**src/rtl/exec_pkg.sv**
```systemverilog
// Shared types for the execution sequencer: FSM states, instruction field
// layout and sticky error codes.
package exec_pkg;

    localparam int INSTR_W   = 24;
    localparam int OPR_LSB   = 0;
    localparam int OPR_W     = 5;
    localparam int SEL_W     = 4;
    localparam int SRCA_LSB  = 5;
    localparam int SRCB_LSB  = 9;
    localparam int DST_LSB   = 13;
    localparam int CNSTA_BIT = 17;
    localparam int CNSTB_BIT = 18;
    localparam int ENDW_LSB  = 19;
    localparam int ENDW_W    = 2;
    localparam int WBEN_BIT  = 21;
    localparam int RSVD_LSB  = 22;
    localparam int RSVD_W    = 2;

    localparam logic [1:0] ERR_NONE    = 2'b00;
    localparam logic [1:0] ERR_TIMEOUT = 2'b01;
    localparam logic [1:0] ERR_ILLEGAL = 2'b10;

    typedef enum logic [2:0] {
        IDLE,
        READ,
        LATCH,
        EXEC,
        WAIT,
        WB
    } state_e;

    // Fields still needed after the handshake cycle.
    typedef struct packed {
        logic              wb_en;
        logic [ENDW_W-1:0] endw;
        logic [SEL_W-1:0]  dst;
        logic [OPR_W-1:0]  opr;
    } instr_hold_t;

    function automatic instr_hold_t hold_fields(input logic [INSTR_W-1:0] w);
        instr_hold_t h;
        h.wb_en = w[WBEN_BIT];
        h.endw  = w[ENDW_LSB +: ENDW_W];
        h.dst   = w[DST_LSB +: SEL_W];
        h.opr   = w[OPR_LSB +: OPR_W];
        return h;
    endfunction

    function automatic logic reserved_set(input logic [INSTR_W-1:0] w);
        return |w[RSVD_LSB +: RSVD_W];
    endfunction

endpackage

```
**src/rtl/done_watchdog.sv**
```systemverilog
// Counts WAIT cycles since the last clear; expired flags the last cycle in
// which a missing ALU completion is still tolerated.
module done_watchdog #(
    parameter int TIMEOUT_CYCLES = 64
) (
    input  logic clock,
    input  logic reset,
    input  logic clear,
    input  logic enable,
    output logic expired
);

    localparam int CNT_W = $clog2(TIMEOUT_CYCLES);
    localparam logic [CNT_W-1:0] LAST = CNT_W'(TIMEOUT_CYCLES - 1);

    logic [CNT_W-1:0] cnt_q, cnt_d;

    always_comb begin
        cnt_d = cnt_q;
        if (clear) begin
            cnt_d = '0;
        end else if (enable) begin
            cnt_d = cnt_q + 1'b1;
        end
    end

    always_ff @(posedge clock) begin
        if (!reset) begin
            cnt_q <= '0;
        end else begin
            cnt_q <= cnt_d;
        end
    end

    assign expired = enable && (cnt_q == LAST);

endmodule

```
**src/rtl/exec_ctrl.sv**
```systemverilog
// Single-issue sequencer: instruction handshake, bank read, operand latch,
// ALU start/wait with watchdog, and optional write-back.
// Handshake: an instruction transfers on a rising edge where instr_valid and
// instr_ready are both high; instr_ready is high exactly while state is IDLE.
module exec_ctrl
    import exec_pkg::*;
#(
    parameter int DATA_W         = 64,
    parameter int TIMEOUT_CYCLES = 64
) (
    input  logic                 clock,
    input  logic                 reset,
    input  logic [INSTR_W-1:0]   instr,
    input  logic                 instr_valid,
    output logic                 instr_ready,
    output logic [SEL_W-1:0]     seloutA,
    output logic [SEL_W-1:0]     seloutB,
    output logic                 cnstA,
    output logic                 cnstB,
    output logic                 enrregA,
    output logic                 enrregB,
    input  logic [DATA_W-1:0]    banq_outA,
    input  logic [DATA_W-1:0]    banq_outB,
    output logic [DATA_W-1:0]    aluA,
    output logic [DATA_W-1:0]    aluB,
    output logic [OPR_W-1:0]     opr,
    output logic                 start,
    input  logic                 alu_done,
    input  logic [DATA_W-1:0]    alu_out,
    output logic                 regwen,
    output logic [SEL_W-1:0]     selwreg,
    output logic [ENDW_W-1:0]    endwreg,
    output logic [DATA_W-1:0]    wdata,
    output logic                 busy,
    output logic [1:0]           err,
    output state_e               dbg_state
);

    state_e            state_q, state_d;
    instr_hold_t       hold_q, hold_d;
    logic              instr_ready_q, instr_ready_d;
    logic              busy_q, busy_d;
    logic [SEL_W-1:0]  sela_q, sela_d, selb_q, selb_d;
    logic              cnsta_q, cnsta_d, cnstb_q, cnstb_d;
    logic              enra_q, enra_d, enrb_q, enrb_d;
    logic [DATA_W-1:0] alua_q, alua_d, alub_q, alub_d;
    logic [OPR_W-1:0]  opr_q, opr_d;
    logic              start_q, start_d;
    logic              regwen_q, regwen_d;
    logic [SEL_W-1:0]  selw_q, selw_d;
    logic [ENDW_W-1:0] endw_q, endw_d;
    logic [DATA_W-1:0] wdata_q, wdata_d;
    logic [1:0]        err_q, err_d;
    logic              wd_clear, wd_en, wd_expired;

    done_watchdog #(
        .TIMEOUT_CYCLES(TIMEOUT_CYCLES)
    ) u_watchdog (
        .clock  (clock),
        .reset  (reset),
        .clear  (wd_clear),
        .enable (wd_en),
        .expired(wd_expired)
    );

    always_comb begin
        state_d  = state_q;
        hold_d   = hold_q;
        sela_d   = sela_q;
        selb_d   = selb_q;
        cnsta_d  = cnsta_q;
        cnstb_d  = cnstb_q;
        alua_d   = alua_q;
        alub_d   = alub_q;
        opr_d    = opr_q;
        selw_d   = selw_q;
        endw_d   = endw_q;
        wdata_d  = wdata_q;
        err_d    = err_q;
        enra_d   = 1'b0;
        enrb_d   = 1'b0;
        start_d  = 1'b0;
        regwen_d = 1'b0;
        wd_clear = 1'b0;
        wd_en    = 1'b0;

        unique case (state_q)
            IDLE: begin
                if (instr_valid && instr_ready_q) begin
                    hold_d = hold_fields(instr);
                    if (reserved_set(instr)) begin
                        err_d = ERR_ILLEGAL;
                    end else begin
                        err_d   = ERR_NONE;
                        state_d = READ;
                        sela_d  = instr[SRCA_LSB +: SEL_W];
                        selb_d  = instr[SRCB_LSB +: SEL_W];
                        cnsta_d = instr[CNSTA_BIT];
                        cnstb_d = instr[CNSTB_BIT];
                        enra_d  = 1'b1;
                        enrb_d  = 1'b1;
                    end
                end
            end
            READ: begin
                opr_d   = hold_q.opr;
                state_d = LATCH;
            end
            LATCH: begin
                // Bank data arrives the cycle after the read enable.
                alua_d  = banq_outA;
                alub_d  = banq_outB;
                start_d = 1'b1;
                state_d = EXEC;
            end
            EXEC: begin
                wd_clear = 1'b1;
                state_d  = WAIT;
            end
            WAIT: begin
                wd_en = 1'b1;
                if (alu_done) begin
                    wdata_d = alu_out;
                    if (hold_q.wb_en) begin
                        state_d  = WB;
                        regwen_d = 1'b1;
                        selw_d   = hold_q.dst;
                        endw_d   = hold_q.endw;
                    end else begin
                        state_d = IDLE;
                    end
                end else if (wd_expired) begin
                    err_d   = ERR_TIMEOUT;
                    state_d = IDLE;
                end
            end
            WB: begin
                state_d = IDLE;
            end
            default: begin
                state_d = IDLE;
            end
        endcase

        instr_ready_d = (state_d == IDLE);
        busy_d        = (state_d != IDLE);
    end

    always_ff @(posedge clock) begin
        if (!reset) begin
            state_q       <= IDLE;
            hold_q        <= '0;
            instr_ready_q <= 1'b1;
            busy_q        <= 1'b0;
            sela_q        <= '0;
            selb_q        <= '0;
            cnsta_q       <= 1'b0;
            cnstb_q       <= 1'b0;
            enra_q        <= 1'b0;
            enrb_q        <= 1'b0;
            alua_q        <= '0;
            alub_q        <= '0;
            opr_q         <= '0;
            start_q       <= 1'b0;
            regwen_q      <= 1'b0;
            selw_q        <= '0;
            endw_q        <= '0;
            wdata_q       <= '0;
            err_q         <= ERR_NONE;
        end else begin
            state_q       <= state_d;
            hold_q        <= hold_d;
            instr_ready_q <= instr_ready_d;
            busy_q        <= busy_d;
            sela_q        <= sela_d;
            selb_q        <= selb_d;
            cnsta_q       <= cnsta_d;
            cnstb_q       <= cnstb_d;
            enra_q        <= enra_d;
            enrb_q        <= enrb_d;
            alua_q        <= alua_d;
            alub_q        <= alub_d;
            opr_q         <= opr_d;
            start_q       <= start_d;
            regwen_q      <= regwen_d;
            selw_q        <= selw_d;
            endw_q        <= endw_d;
            wdata_q       <= wdata_d;
            err_q         <= err_d;
        end
    end

    assign instr_ready = instr_ready_q;
    assign busy        = busy_q;
    assign seloutA     = sela_q;
    assign seloutB     = selb_q;
    assign cnstA       = cnsta_q;
    assign cnstB       = cnstb_q;
    assign enrregA     = enra_q;
    assign enrregB     = enrb_q;
    assign aluA        = alua_q;
    assign aluB        = alub_q;
    assign opr         = opr_q;
    assign start       = start_q;
    assign regwen      = regwen_q;
    assign selwreg     = selw_q;
    assign endwreg     = endw_q;
    assign wdata       = wdata_q;
    assign err         = err_q;
    assign dbg_state   = state_q;

endmodule

```
**config.mk**
```make
export PLATFORM = sky130hd
export DESIGN_NAME = exec_ctrl
export DESIGN_NICKNAME = d
export VERILOG_FILES = /design/src/rtl/exec_pkg.sv /design/src/rtl/done_watchdog.sv /design/src/rtl/exec_ctrl.sv
export SDC_FILE = /design/constraint.sdc
export NUM_CORES = 1
export LEC_CHECK = 0
export CAP_MARGIN = 30
export CORE_AREA = 2 2 174 176
export DETAILED_ROUTE_END_ITERATION = 10
export DIE_AREA = 0 0 176 178
export HOLD_SLACK_MARGIN = 0.1
export PLACE_DENSITY_LB_ADDON = 0.25
export SETUP_SLACK_MARGIN = 0.5
export SYNTH_ARGS = -nofsm -noshare
export SYNTH_HDL_FRONTEND = slang
export SYNTH_SLANG_ARGS = --single-unit
export TNS_END_PERCENT = 20
```
**constraint.sdc**
```tcl
create_clock -name clock -period 2 [get_ports clock]
set_input_delay 0.4 -clock clock [delete_from_list [all_inputs] [get_ports clock]]
set_output_delay 0.4 -clock clock [all_outputs]
set_load 0.01 [all_outputs]
```
# Yosys cells after proc, flatten, opt, wreduce, memory -nomap -nowiden
# Index checks and enable logic that the tools add are counted.
[totals] romBits=0 ramBits=0 register_bits=241 latch_bits=0 mem_count=0
[classes] bitwise_logic=2 mux=16 order_cmp=0 reduce_logical=15 shifts=0 eq_ne=8 n_mul=0 addsub=1 div_mod_pow=0
[op_table] operator="3-bit two-way mux" n=5
[op_table] operator="3-bit one-hot mux with 5 select lines" n=1
[op_table] operator="3-bit AND reduction" n=4
[op_table] operator="2-bit two-way mux" n=4
[op_table] operator="6-bit by 1-bit adder with 6-bit output (second input constant)" n=1
[op_table] operator="3-bit by 2-bit equality test with 1-bit output (second input constant)" n=2
[op_table] operator="6-bit equality test (second input constant)" n=1
[op_table] operator="3-bit logical NOT" n=2
[op_table] operator="1-bit two-way mux" n=5
[op_table] operator="2-bit inequality test (second input constant)" n=2
[op_table] operator="2-bit one-hot mux with 2 select lines" n=1
[op_table] operator="2-bit AND reduction" n=2
[op_table] operator="4-bit AND reduction" n=1
[op_table] operator="2-bit OR reduction" n=2
[op_table] operator="3-bit by 1-bit equality test with 1-bit output (second input constant)" n=1
[op_table] operator="3-bit equality test (second input constant)" n=1
[op_table] operator="3-bit nonzero test" n=1
[op_table] operator="1-bit logical AND" n=2
[op_table] operator="2-bit by 1-bit inequality test with 1-bit output (second input constant)" n=1
[op_table] operator="1-bit inverter" n=2
[op_table] operator="2-bit nonzero test" n=1

# Logic depth before layout (Yosys ltp)
[logic_depth] depth_word=7 ltp_mapped=7 ltp_nobuf=5

# Modules after synthesis
# A second synthesis with hierarchy kept.
[unflattened] hier_cells=1050 area_unflattened_um2=8597.0
[by_module_without_submodules] module="exec_ctrl" cells_per_inst=1023 area_each_um2=8344.3 seq_area_each_um2=4704.5 instances=1
[by_module_without_submodules] module="done_watchdog" cells_per_inst=27 area_each_um2=252.7 seq_area_each_um2=120.1 instances=1

# Worst setup path after synthesis
# Ideal clock, no wire load.
[synth_timing] kind="register to register" startpoint="register state_q[0], in the netlist dbg_state[0]" endpoint="register alua_q[0], in the netlist aluA[0]" path_slack_ns=0.512 period_less_slack_ns=1.488 arrival_time_ns=1.355 stages_incl_launch_ff=8 setup_time_ns=0.132 cell_sequence="dfxtp_1 > buf_2 > or3b_1 > clkbuf_1 > buf_6 > buf_6 > nand2_1 > a21oi_1"
[synth_via] elab_chain_len=1
[synth_rtl] element="start: declaration" line_no="exec_ctrl.sv:39" text="state_e state_q, state_d;"
[synth_rtl] element="start signal: assignment" line_no="exec_ctrl.sv:171" text="state_q <= state_d;"
[synth_rtl] element="3-bit by 2-bit equality test with 1-bit output" line_no="exec_ctrl.sv:87" text="unique case (state_q)"
[synth_rtl] element="end signal: assignment" line_no="exec_ctrl.sv:181" text="alua_q <= alua_d;"
[synth_rtl] element="end: declaration" line_no="exec_ctrl.sv:46" text="logic [DATA_W-1:0] alua_q, alua_d, alub_q, alub_d;"
# Every way passes these cells.
# A chain may end at the register's enable or synchronous reset.

# Worst setup path after layout
[layout_timing] startpoint="register state_q[0], in the netlist dbg_state[0]" endpoint="register wdata_q[60], in the netlist wdata[60]"
[layout_via] elab_chain_len=2
[layout_rtl] element="3-bit equality test" line_no="exec_ctrl.sv:87"
[layout_rtl] element="2-bit AND reduction (no line)"
[layout_rtl] element="end signal: assignment" line_no="exec_ctrl.sv:188" text="wdata_q <= wdata_d;"
[layout_rtl] element="end: declaration" line_no="exec_ctrl.sv:52" text="logic [DATA_W-1:0] wdata_q, wdata_d;"
# Every way passes these cells.

==> flow_summary.ini <==
[run_status]
outcome = finished, final reports clean

[worst_setup_path]
required_ps = 2450
regToRegSetupSlack_ps = 430
crit_type = flop to flop
setup.worst_path.end_class = flop
reg2regPathDepth = 6
arrival_ps = 2030
worstPathMaxFanout = 9
reg2reg_from = dbg_state[0]
crit_path_start_kind = flop
r2r-end = wdata[60]

[cts]
cts_tree = built
cts_buffers = 27
cts.sinks = 241
cts-root-buf = clkbuf_16
clk_path_buf_depth = 3
cts.clk_slew.worst_paths_ps = 60
clk_latency_ps = 530
htreeDepth = 1

[routing]
via_per_inst = 4.529
drtIter0Drc = 463
routed_wl_um = 31230
ant_nets = 0
drt_pass1_iterations = 5
drc_errors = 0
via_count = 8677
wl_per_cell_um = 16.30

[layout]
syn_to_final_growth_pct = 68.10
num-nets-final = 1728
drive_above_1_share = 0.1548

[job]
maxCapViolations = 0

[grt]
grt_usage = 0.1742
grt_max_degree = 86
grt_overflow = 0
grt_pass1_wl_um = 43870
grt_pass1_vias = 8044
antenna_found_initial = 1

[yosys]
synth_fp_nets = 1272
syn_area_per_cell_um2 = 8.066
synth_edf_count = 0
ys_ff_latch = 241
ys_seq_area_frac = 0.5692
ys.flop_type = dfxtp_1
synthCells = 1051
ys_warn_count = 0
synth_cell_types = 32
async_reset_ff_frac = 0
syn_area_mm2 = 0.008477

[place]
hpwlAfterDp_um = 20410
place.gp.congestion = 0.7611
numPortBuffers = 443

[timing]
drv_slew = 0
slew_headroom = 0.7265
whs_ps = 412.2
finalHoldViolations = 0
fin_skew_ps = 6.288
min_period_ps = 1574
fin_tns_setup_ps = 0
tightestPinTransition_ps = 409.7
rsz0062_at_grt = yes
fmax_mhz = 635.4
fin_crit_sh = 0.7869
finalSetupViolations = 0

[floorplanning]
num_io_pins = 444
initial_core_util = 0.2883
placementRows = 63
die_area_mm2 = 0.03133
design.core.area_mm2 = 0.02940
die_h_um = 178
die_x_um = 176

[hold_path]
whs_path_depth = 3
min_to = aluA[43]
hp-class = input port to flop
hp-start = banq_outA[43]

[pwr]
power_density_mw_per_mm2 = 773.8
p_leak_nw = 5.972
vdd_drop_max_uv = 589.7
-- critical path, cell delays in order (launching register included) --
cell      delay (ps)
dfxtp_4          350
buf_12           140
nor4bb_4         370
buf_6            250
buf_6            180
nand2_1           70
a21oi_1          120
-- logic make-up (layout without fill, tap and decap cells) --
| group | count (synthesis) | after routing | synth area share |
|---|---|---|---|
| AO/OA/AOI/OAI | 233 | 233 | 0.1399 |
| XOR/XNOR | 4 | 4 | 0.004134 |
| adder cells (fa/ha/maj) | 1 | 1 | 0.001476 |
| buffers and inverters | 81 | 555 | 0.05255 |
| flip-flops | 241 | 241 | 0.5692 |
| multiplexers | 5 | 5 | 0.005904 |
| other | 0 | 1 | 0 |
| AND/OR/NAND/NOR | 486 | 486 | 0.2269 |
-- cell usage after synthesis, types with 2 or more instances --
master    instances  area, µm²
a21oi_1         222       1111
a31oi_1           3      18.77
buf_2            32      160.2
buf_4             3      22.52
buf_6            12      135.1
clkbuf_1         31      116.4
dfxtp_1         241       4825
inv_1             3      11.26
mux2i_1           5      50.05
nand2_1         433       1625
nand3_1          20      100.1
nor2_1           18      67.56
nor3b_2           3      37.54
o21ai_0           5      25.02
xnor2_1           2      17.52
xor2_1            2      17.52
-- cells in the final DEF, fill, tap and decap left out, drive strengths merged, types with 2 or more instances in the layout --
master,instances
nand2,434
dfxtp,241
a21oi,222
clkdlybuf4s50,219
buf,139
dlygate4sd2,136
clkbuf,47
nand3,20
nor2,18
clkinv,8
mux2i,5
o21ai,5
a31oi,3
nor3b,3
inv,3
or3b,2
xor2,2
xnor2,2
nor3,2
-- flip-flops by register name, indices dropped and copies added (netlist names), 2 cells and up --
signal,cells
aluA,64
dbg_state,3
hold_q,12
u_watchdog.cnt_q,6
err,2
wdata,64
opr,5
selwreg,4
seloutB,4
seloutA,4
aluB,64
endwreg,2
-- where the power goes --
| group | leakage (nW) | switching (W) | internal [W] |
|---|---|---|---|
| Combinational | 3.60 | 0.000584 | 0.000736 |
| Sequential | 1.96 | 0.0000713 | 0.00494 |
| Clock | 0.419 | 0.00198 | 0.00272 |
| Total | 5.97 | 0.00263 | 0.00839 |
-- what timing repair did --
action,4_1_cts,5_1_grt
cloned,1,16
pin swaps,1,5
setup buffers,4,9
resized for setup,509,39
hold buffers,0,0
setup endpoints to repair,449,347
-- worst max path at each step --
| stage | from | to | cells past startpoint |
|---|---|---|---|
| global route | dbg_state[0] | wdata[51] | 7 |
| floorplan | dbg_state[0] | aluA[0] | 7 |
| global placement | alu_done | wdata[62] | 6 |
| finish | dbg_state[0] | wdata[60] | 6 |
| detailed placement | alu_done | wdata[34] | 6 |
| CTS | dbg_state[1] | wdata[34] | 6 |
-- layout make-up --
| class | count | area, µm² |
|---|---|---|
| flip-flops and latches | 241 | 4852 |
| diodes | 1 | 2.502 |
| well taps | 390 | 488.0 |
| clock inverters | 9 | 47.55 |
| repair buffers | 505 | 4767 |
| fillers | 2898 | 15150 |
| multi-input cells | 729 | 3289 |
| clock buffers | 38 | 787.0 |
| inverters | 3 | 16.27 |
-- layer usage --
metal	global-route usage	wire length, µm
met1	0.2015	12270
met2	0.3009	15190
met3	0.05797	2661
met4	0.06267	1117
met5	0	0
-- stage by stage --
step / std cells / power, W / setup WS (ps) / area, µm² / utilization
after global routing: 1915 / 0.01148 / 343.4 / 14250 / 0.4846
final: 1916 / 0.01103 / 426.2 / 14250 / 0.4847
after detailed placement: 1838 / 0.006426 / 107.7 / 13410 / 0.4561
after global placement: 1838 / 0.006417 / 145.9 / 13410 / 0.4561
after floorplan: 1051 / 0.005576 / 512.4 / 8477 / -
after CTS: 1890 / 0.01107 / 410.7 / 13750 / 0.4676
(Power assumes the default switching activity.)
